## src/rtl/pipe_skid_stage.sv

```systemverilog
// Elastic inter-stage pipeline register with a 2-entry skid buffer.
//
// Sits between two pipeline stages (e.g. MEM->WB, EX->MEM). Entries move on a
// valid/ready handshake. A main register drives the outputs and a skid register
// absorbs one extra entry, so in_ready_o depends only on registered state.
//
// Ports:
//   clk_i        rising-edge clock
//   rst_i        asynchronous, active-high reset
//   flush_i      synchronous kill of all held entries (inserts a bubble)
//   in_valid_i   upstream entry present
//   in_ready_o   stage can accept an entry
//   in_wr_i      register-write enable of the entry
//   in_waddr_i   destination register
//   in_pc_i      PC of the entry
//   in_data_i    opaque payload
//   out_valid_o  entry presented downstream
//   out_ready_i  downstream accepts
//   out_wr_o     write enable (0 whenever out_valid_o=0)
//   out_waddr_o  destination register
//   out_pc_o     PC
//   out_data_o   payload
//   stall_cnt_o  saturating count of cycles with out_valid_o=1 and out_ready_i=0
module pipe_skid_stage #(
  parameter int unsigned       DATA_W      = 32,
  parameter int unsigned       PC_W        = 32,
  parameter logic [PC_W-1:0]   PC_RESET    = PC_W'(32'h0000_3000),
  parameter int unsigned       RADDR_W     = 5,
  parameter bit                ZERO_SQUASH = 1'b1,
  parameter int unsigned       STALL_W     = 16
) (
  input  logic               clk_i,
  input  logic               rst_i,
  input  logic               flush_i,
  input  logic               in_valid_i,
  output logic               in_ready_o,
  input  logic               in_wr_i,
  input  logic [RADDR_W-1:0] in_waddr_i,
  input  logic [PC_W-1:0]    in_pc_i,
  input  logic [DATA_W-1:0]  in_data_i,
  output logic               out_valid_o,
  input  logic               out_ready_i,
  output logic               out_wr_o,
  output logic [RADDR_W-1:0] out_waddr_o,
  output logic [PC_W-1:0]    out_pc_o,
  output logic [DATA_W-1:0]  out_data_o,
  output logic [STALL_W-1:0] stall_cnt_o
);

  typedef struct packed {
    logic               wr;
    logic [RADDR_W-1:0] waddr;
    logic [PC_W-1:0]    pc;
    logic [DATA_W-1:0]  data;
  } entry_t;

  typedef enum logic [1:0] {
    StEmpty = 2'd0,
    StOne   = 2'd1,
    StFull  = 2'd2
  } state_e;

  localparam entry_t EmptyEntry = '{wr: 1'b0, waddr: '0, pc: PC_RESET, data: '0};

  state_e             state_q, state_d;
  entry_t             main_q, main_d;
  entry_t             skid_q, skid_d;
  logic [STALL_W-1:0] stall_q, stall_d;

  entry_t in_entry;
  logic   in_fire;
  logic   out_fire;

  // Writes to $zero are squashed at capture so neither register ever holds one.
  always_comb begin
    in_entry.waddr = in_waddr_i;
    in_entry.pc    = in_pc_i;
    in_entry.data  = in_data_i;
    in_entry.wr    = in_wr_i;
    if (ZERO_SQUASH && (in_waddr_i == '0)) begin
      in_entry.wr = 1'b0;
    end
  end

  assign in_ready_o  = (state_q != StFull);
  assign out_valid_o = (state_q != StEmpty);
  assign in_fire     = in_valid_i & in_ready_o;
  assign out_fire    = out_valid_o & out_ready_i;

  always_comb begin
    state_d = state_q;
    main_d  = main_q;
    skid_d  = skid_q;
    if (flush_i) begin
      state_d = StEmpty;
      main_d  = EmptyEntry;
      skid_d  = EmptyEntry;
    end else begin
      case (state_q)
        StEmpty: begin
          if (in_fire) begin
            state_d = StOne;
            main_d  = in_entry;
          end
        end
        StOne: begin
          if (in_fire && out_fire) begin
            main_d = in_entry;
          end else if (in_fire) begin
            state_d = StFull;
            skid_d  = in_entry;
          end else if (out_fire) begin
            state_d = StEmpty;
            main_d  = EmptyEntry;
          end
        end
        StFull: begin
          if (out_fire) begin
            state_d = StOne;
            main_d  = skid_q;
            skid_d  = EmptyEntry;
          end
        end
        default: begin
          state_d = StEmpty;
          main_d  = EmptyEntry;
          skid_d  = EmptyEntry;
        end
      endcase
    end
  end

  // Counter is deliberately independent of flush; only reset clears it.
  always_comb begin
    stall_d = stall_q;
    if (out_valid_o && !out_ready_i && (stall_q != {STALL_W{1'b1}})) begin
      stall_d = stall_q + STALL_W'(1);
    end
  end

  always_ff @(posedge clk_i or posedge rst_i) begin
    if (rst_i) begin
      state_q <= StEmpty;
      main_q  <= EmptyEntry;
      skid_q  <= EmptyEntry;
      stall_q <= '0;
    end else begin
      state_q <= state_d;
      main_q  <= main_d;
      skid_q  <= skid_d;
      stall_q <= stall_d;
    end
  end

  assign out_wr_o    = main_q.wr & out_valid_o;
  assign out_waddr_o = main_q.waddr;
  assign out_pc_o    = main_q.pc;
  assign out_data_o  = main_q.data;
  assign stall_cnt_o = stall_q;

endmodule
```

## config.mk

```make
export PLATFORM = sky130hd
export DESIGN_NAME = pipe_skid_stage
export DESIGN_NICKNAME = d
export VERILOG_FILES = /design/src/rtl/pipe_skid_stage.sv
export SDC_FILE = /design/constraint.sdc
export NUM_CORES = 1
export LEC_CHECK = 0
export ABC_CLOCK_PERIOD_IN_PS = 6300
export CORE_MARGIN = 2
export CORE_UTILIZATION = 47
export CTS_CLUSTER_DIAMETER = 30
export DETAILED_ROUTE_END_ITERATION = 7
export MAX_ROUTING_LAYER = met4
export PLACE_DENSITY_LB_ADDON = 0.08
export SLEW_MARGIN = 20
export SYNTH_ARGS = -nofsm -noshare
export SYNTH_HDL_FRONTEND = slang
export SYNTH_SLANG_ARGS = --single-unit
```

## constraint.sdc

```tcl
create_clock -name clk_i -period 6.3 [get_ports clk_i]
set_input_delay 1.89 -clock clk_i [delete_from_list [all_inputs] [get_ports clk_i]]
set_output_delay 1.89 -clock clk_i [all_outputs]
set_load 0.03 [all_outputs]
```

# Word-level counts from Yosys, hierarchy flattened
# Cells that the tools add are included.
[totals]
reg_bits = 158
input_bits = 75
elab_cells = 54
out_inout_bits = 88
[classes]
add_sub_neg = 1
bitwise_logic = 3
n_eq_ne = 12
muxes = 18
reduce_logical = 10
[op_table]
columns = ["cell", "count"]
rows = [
  ["2-to-1 mux 70 bit", 8],
  ["case mux 70 bit (3 select lines)", 2],
  ["adder 16 x 1 -> 16 bit (second input constant)", 1],
  ["inequality test 16 bit (second input constant)", 1],
  ["2-to-1 mux 2 bit", 6],
  ["inequality test 3 bit (second input constant)", 4],
  ["inequality test 4 bit (second input constant)", 3],
  ["AND reduction 4 bit", 3],
  ["case mux 2 bit (3 select lines)", 1],
  ["logical NOT 5 bit", 1],
  ["inequality test 2 bit (second input constant)", 2],
  ["bitwise AND 1 bit", 3],
  ["logical AND 1 bit", 3],
  ["equality test 2 x 1 -> 1 bit (second input constant)", 1],
  ["equality test 2 bit (second input constant)", 1],
  ["logical NOT 2 bit", 1],
  ["nonzero test 2 bit", 1],
  ["logical NOT 1 bit", 1],
  ["2-to-1 mux 1 bit", 1],
]

# Depth between registers and ports, before layout
[depth]
ltp_word = 7
ltp_mapped = 7
ltp_nobuf = 5

# Least setup slack after synthesis
# No wires, ideal clock.
[synth_path]
kind = "input-to-reg"
startpoint = "input flush_i"
endpoint = "register skid_q[20] in the netlist's numbering"
required_time_ns = 6.221
slack_ns = 3.256
cell_stages = 6
t_arrival_ns = 2.965
path_buffers = 3
setup_ns = 0.079
cell_sequence = "buf_2 nor3b_2 buf_2 buf_2 nand2_1 mux2i_1"
[synth_between]
elab_chain_len = 2
word_cells_on_any_way = 6
classes_between = "eq/ne: 4; mux: 1; reduce/logical: 1"
[synth_rtl]
columns = ["item", "line_no", "rtl"]
rows = [
  ["start: declaration", "34", "input logic flush_i,"],
  ["inequality test 3 bit (no source line) / inequality test 2 bit (equally long branches)", "--", ""],
  ["AND reduction 4 bit (no source line)", "--", ""],
  ["end signal: assignment", "145", "skid_q <= EmptyEntry;"],
  ["end signal: assignment", "150", "skid_q <= skid_d;"],
  ["end: declaration", "67", "entry_t skid_q, skid_d;"],
]
# Several ways; a longest one is shown, not always the timed one.
# A chain may end at the register's enable or synchronous reset.

# Worst setup path in the final report
[layout_path]
startpoint = "register state_q[1]"
endpoint = "output out_wr_o"
[layout_between]
elab_chain_len = 2
[layout_rtl]
columns = ["item", "line_no", "rtl"]
rows = [
  ["start: declaration", "65", "state_e state_q, state_d;"],
  ["start signal: assignment", "143", "state_q <= StEmpty;"],
  ["start signal: assignment", "148", "state_q <= state_d;"],
  ["nonzero test 2 bit", "86", "assign out_valid_o = (state_q != StEmpty);"],
  ["bitwise AND 1 bit", "155", "assign out_wr_o = main_q.wr & out_valid_o;"],
  ["end: declaration", "43", "output logic out_wr_o,"],
]
# Every way passes these cells.

==> metrics.csv <==
metric;value;unit
status;finished, final reports clean;
Layout Nets;863;
Longest Clk Path Bufs;2;
CP startpoint kind;flop;
Resize count post-CTS;0;
Chip Width;132.2;um
Clock Latency Late Sink;0.43;ns
min Tclk post-route;4.122;ns
gr usage total;22.81;%
crit-path cells;or2_1 -> and2_1 -> clkdlybuf4s50_1;
crit path max fanout;13;
Cells after Synth;709;
Layout Area Growth over Synthesis;24.46;%
total negative setup slack;0;ns
Worst Hold Path Cells;1;
Core Area;16000;um^2
Final Power;2.783;mW
class of the most critical setup path;flop to output pin;
final core utilization;60.09;%
CP Data Required Time;4.41;ns
per-cell routed wire length;18.53;um
CTS clk-pin slew, worst paths;0.07;ns
Power Dens Cells;289.4;nW/um^2
syn avg cell area;10.90;um^2
Ports;163;
top_reg_cell synth;dfrtp_1;
worst reg2reg setup slack;3.51;ns
Levels on crit path;3;
Slew @ Worst Pin;0.9475;ns
DIE HEIGHT;132.2;um
Slew Viols, Final;0;
DIE AREA;17480;um^2
Final Skew;0.01469;ns
register area share after synthesis;51.25;%
Crit path max-delay family;buffers and inverters;
Worst path slowest cell;clkdlybuf4s50_1;
Detail Placement HPWL;11.83;mm
total grt overflow;0;
FFs w/ async S/R, synth;100.0;%
1st-pass router iterations;5;
Port Buffers;162;
Rel. slew slack;36.69;%
Final Hold Viols;0;
Mapped Area;7725;um^2
setup ws final;2.178;ns
Buf/Inv on CP;1;
initial antenna violation count;0;
layout cells sized above 1;7.760;%
CP endpoint kind;output pin;
Crit path largest cell delay;0.71;ns
Syn. warnings;0;
first-pass GRT wire length;30.92;mm
final wirelength;18.81;mm
Residual DRC;0;
vias in the first global route;5921;
Post-synth EDFFs;0;
Post-CTS Setup Repair Bufs;0;
RSZ-0062 raised after global routing;false;
Vias/cell;5.468;
RD Place Congestion;0.8010;
Initial Util;48.28;%
Lkg Pwr;4.115;nW
Post-DRT Antenna Nets;0;
# rows;46;
cts hold-fix bufs;0;
Num CTS Buffers;17;
Syn Nets;785;
worst endpoint data arrival time;2.23;ns
Root Driver;clkbuf_16;
CTS tree;built;
H-tree levels;4;
Distinct cells, synth;47;
Final period util;65.44;%
CTS Sinks;158;
fmax;242.6;MHz
maxcap violations;0;
dpl ws;1.805;ns
# setup viols final;0;
Seq cells post-synth;158;
fill count;1322;
Vias;5550;
worst hold path type;flop to flop;
n_diodes;0;
Hold WS;0.4888;ns
1st-iter DRT viols;265;
largest net degree at the start of global routing;91;
worst vdd ir;0.0003136;V
reg2reg path depth;5;
[power by group]
part / switching (mW) / internal [mW]
sequential: 0.0747 / 1.10
combinational: 0.318 / 0.237
clock: 0.419 / 0.636
[cells in the final DEF, fill, tap and decap left out, types with 4 or more instances in the layout]
| cell type | n |
|---|---|
| mux2_2 | 4 |
| xnor2_1 | 8 |
| nand3_1 | 8 |
| nor3_1 | 5 |
| nand2_1 | 73 |
| dfstp_2 | 4 |
| a22oi_1 | 67 |
| clkdlybuf4s50_1 | 162 |
| inv_1 | 70 |
| clkbuf_16 | 17 |
| inv_6 | 4 |
| nor2_1 | 7 |
| o2bb2ai_1 | 68 |
| mux2i_1 | 68 |
| buf_4 | 9 |
| dfrtp_1 | 154 |
| nand4_1 | 8 |
| xor2_1 | 7 |
[synth_stat cells (2+ instances only)]
master / instances / area, um^2
a21oi_1: 2 / 10.01
a22oi_1: 67 / 503.0
and3_1: 2 / 12.51
and4_1: 3 / 26.28
buf_2: 19 / 95.09
buf_4: 76 / 570.6
buf_6: 5 / 56.30
clkbuf_1: 15 / 56.30
dfrtp_1: 154 / 3854
dfstp_2: 4 / 105.1
inv_1: 71 / 266.5
mux2_2: 4 / 45.04
mux2i_1: 68 / 680.7
nand2_1: 73 / 274.0
nand2b_1: 2 / 12.51
nand3_1: 8 / 40.04
nand3b_1: 2 / 15.01
nand4_1: 8 / 50.05
nor2_1: 7 / 26.28
nor2_2: 2 / 12.51
nor2b_1: 2 / 12.51
nor3_1: 5 / 25.02
nor4_1: 3 / 18.77
o21ai_0: 3 / 15.01
o2bb2ai_1: 68 / 595.6
o32a_1: 2 / 20.02
xnor2_1: 8 / 70.07
xor2_1: 7 / 61.31
[routing by layer]
| layer | global-route usage, % | up-vias | routed length, um |
|---|---|---|---|
| li1 | - | 2563 | - |
| met1 | 29.51 | 2793 | 8478 |
| met2 | 36.05 | 170 | 9056 |
| met3 | 5.459 | 24 | 1021 |
| met4 | 6.511 | 0 | 257 |
| met5 | - | - | 0 |
[through the flow]
stage,cell area [um^2],cells
after global placement,8955,982
after CTS,9559,1013
after detailed placement,8955,982
after global routing,9614,1015
after floorplan,7725,709
final,9614,1015
[cells by family (layout without fill, tap and decap cells)]
family | Yosys count | count (layout) | share of synthesized area, %
simple gates | 126 | 126 | 7.920
compound gates | 151 | 151 | 16.05
xor+xnor | 15 | 15 | 1.701
mux | 72 | 72 | 9.394
buf+inv | 186 | 276 | 13.52
flops | 158 | 158 | 51.25
fa+ha+maj | 1 | 1 | 0.1619
[final timing paths]
check / from / to
worst max-delay path: state_q[1] / out_wr_o
worst min-delay path: out_pc_o[16] / out_pc_o[16]
worst max register to register: state_q[1] / out_data_o[12]
worst min register to register: out_pc_o[16] / out_pc_o[16]
max in group asynchronous: rst_i / out_pc_o[4]
min in group asynchronous: rst_i / out_data_o[16]
[final cells by class]
type / count / area, um^2 / area share (%)
Clock inverter: 12 / 161.4 / 1.679
Clock buffer: 19 / 442.9 / 4.607
Sequential cell: 158 / 3959 / 41.18
Multi-Input combinational cell: 365 / 2745 / 28.55
Timing Repair Buffer: 174 / 1764 / 18.35
Tap cell: 216 / 270.3 / 2.811
Inverter: 71 / 271.5 / 2.824
[flip-flops by register name, indices dropped and copies added, names as in the netlist]
register	cells
main_q	1
out_data_o	32
out_pc_o	32
out_waddr_o	5
skid_q	70
stall_cnt_o	16
state_q	2
No activity file was read; power rests on OpenSTA's default activity.
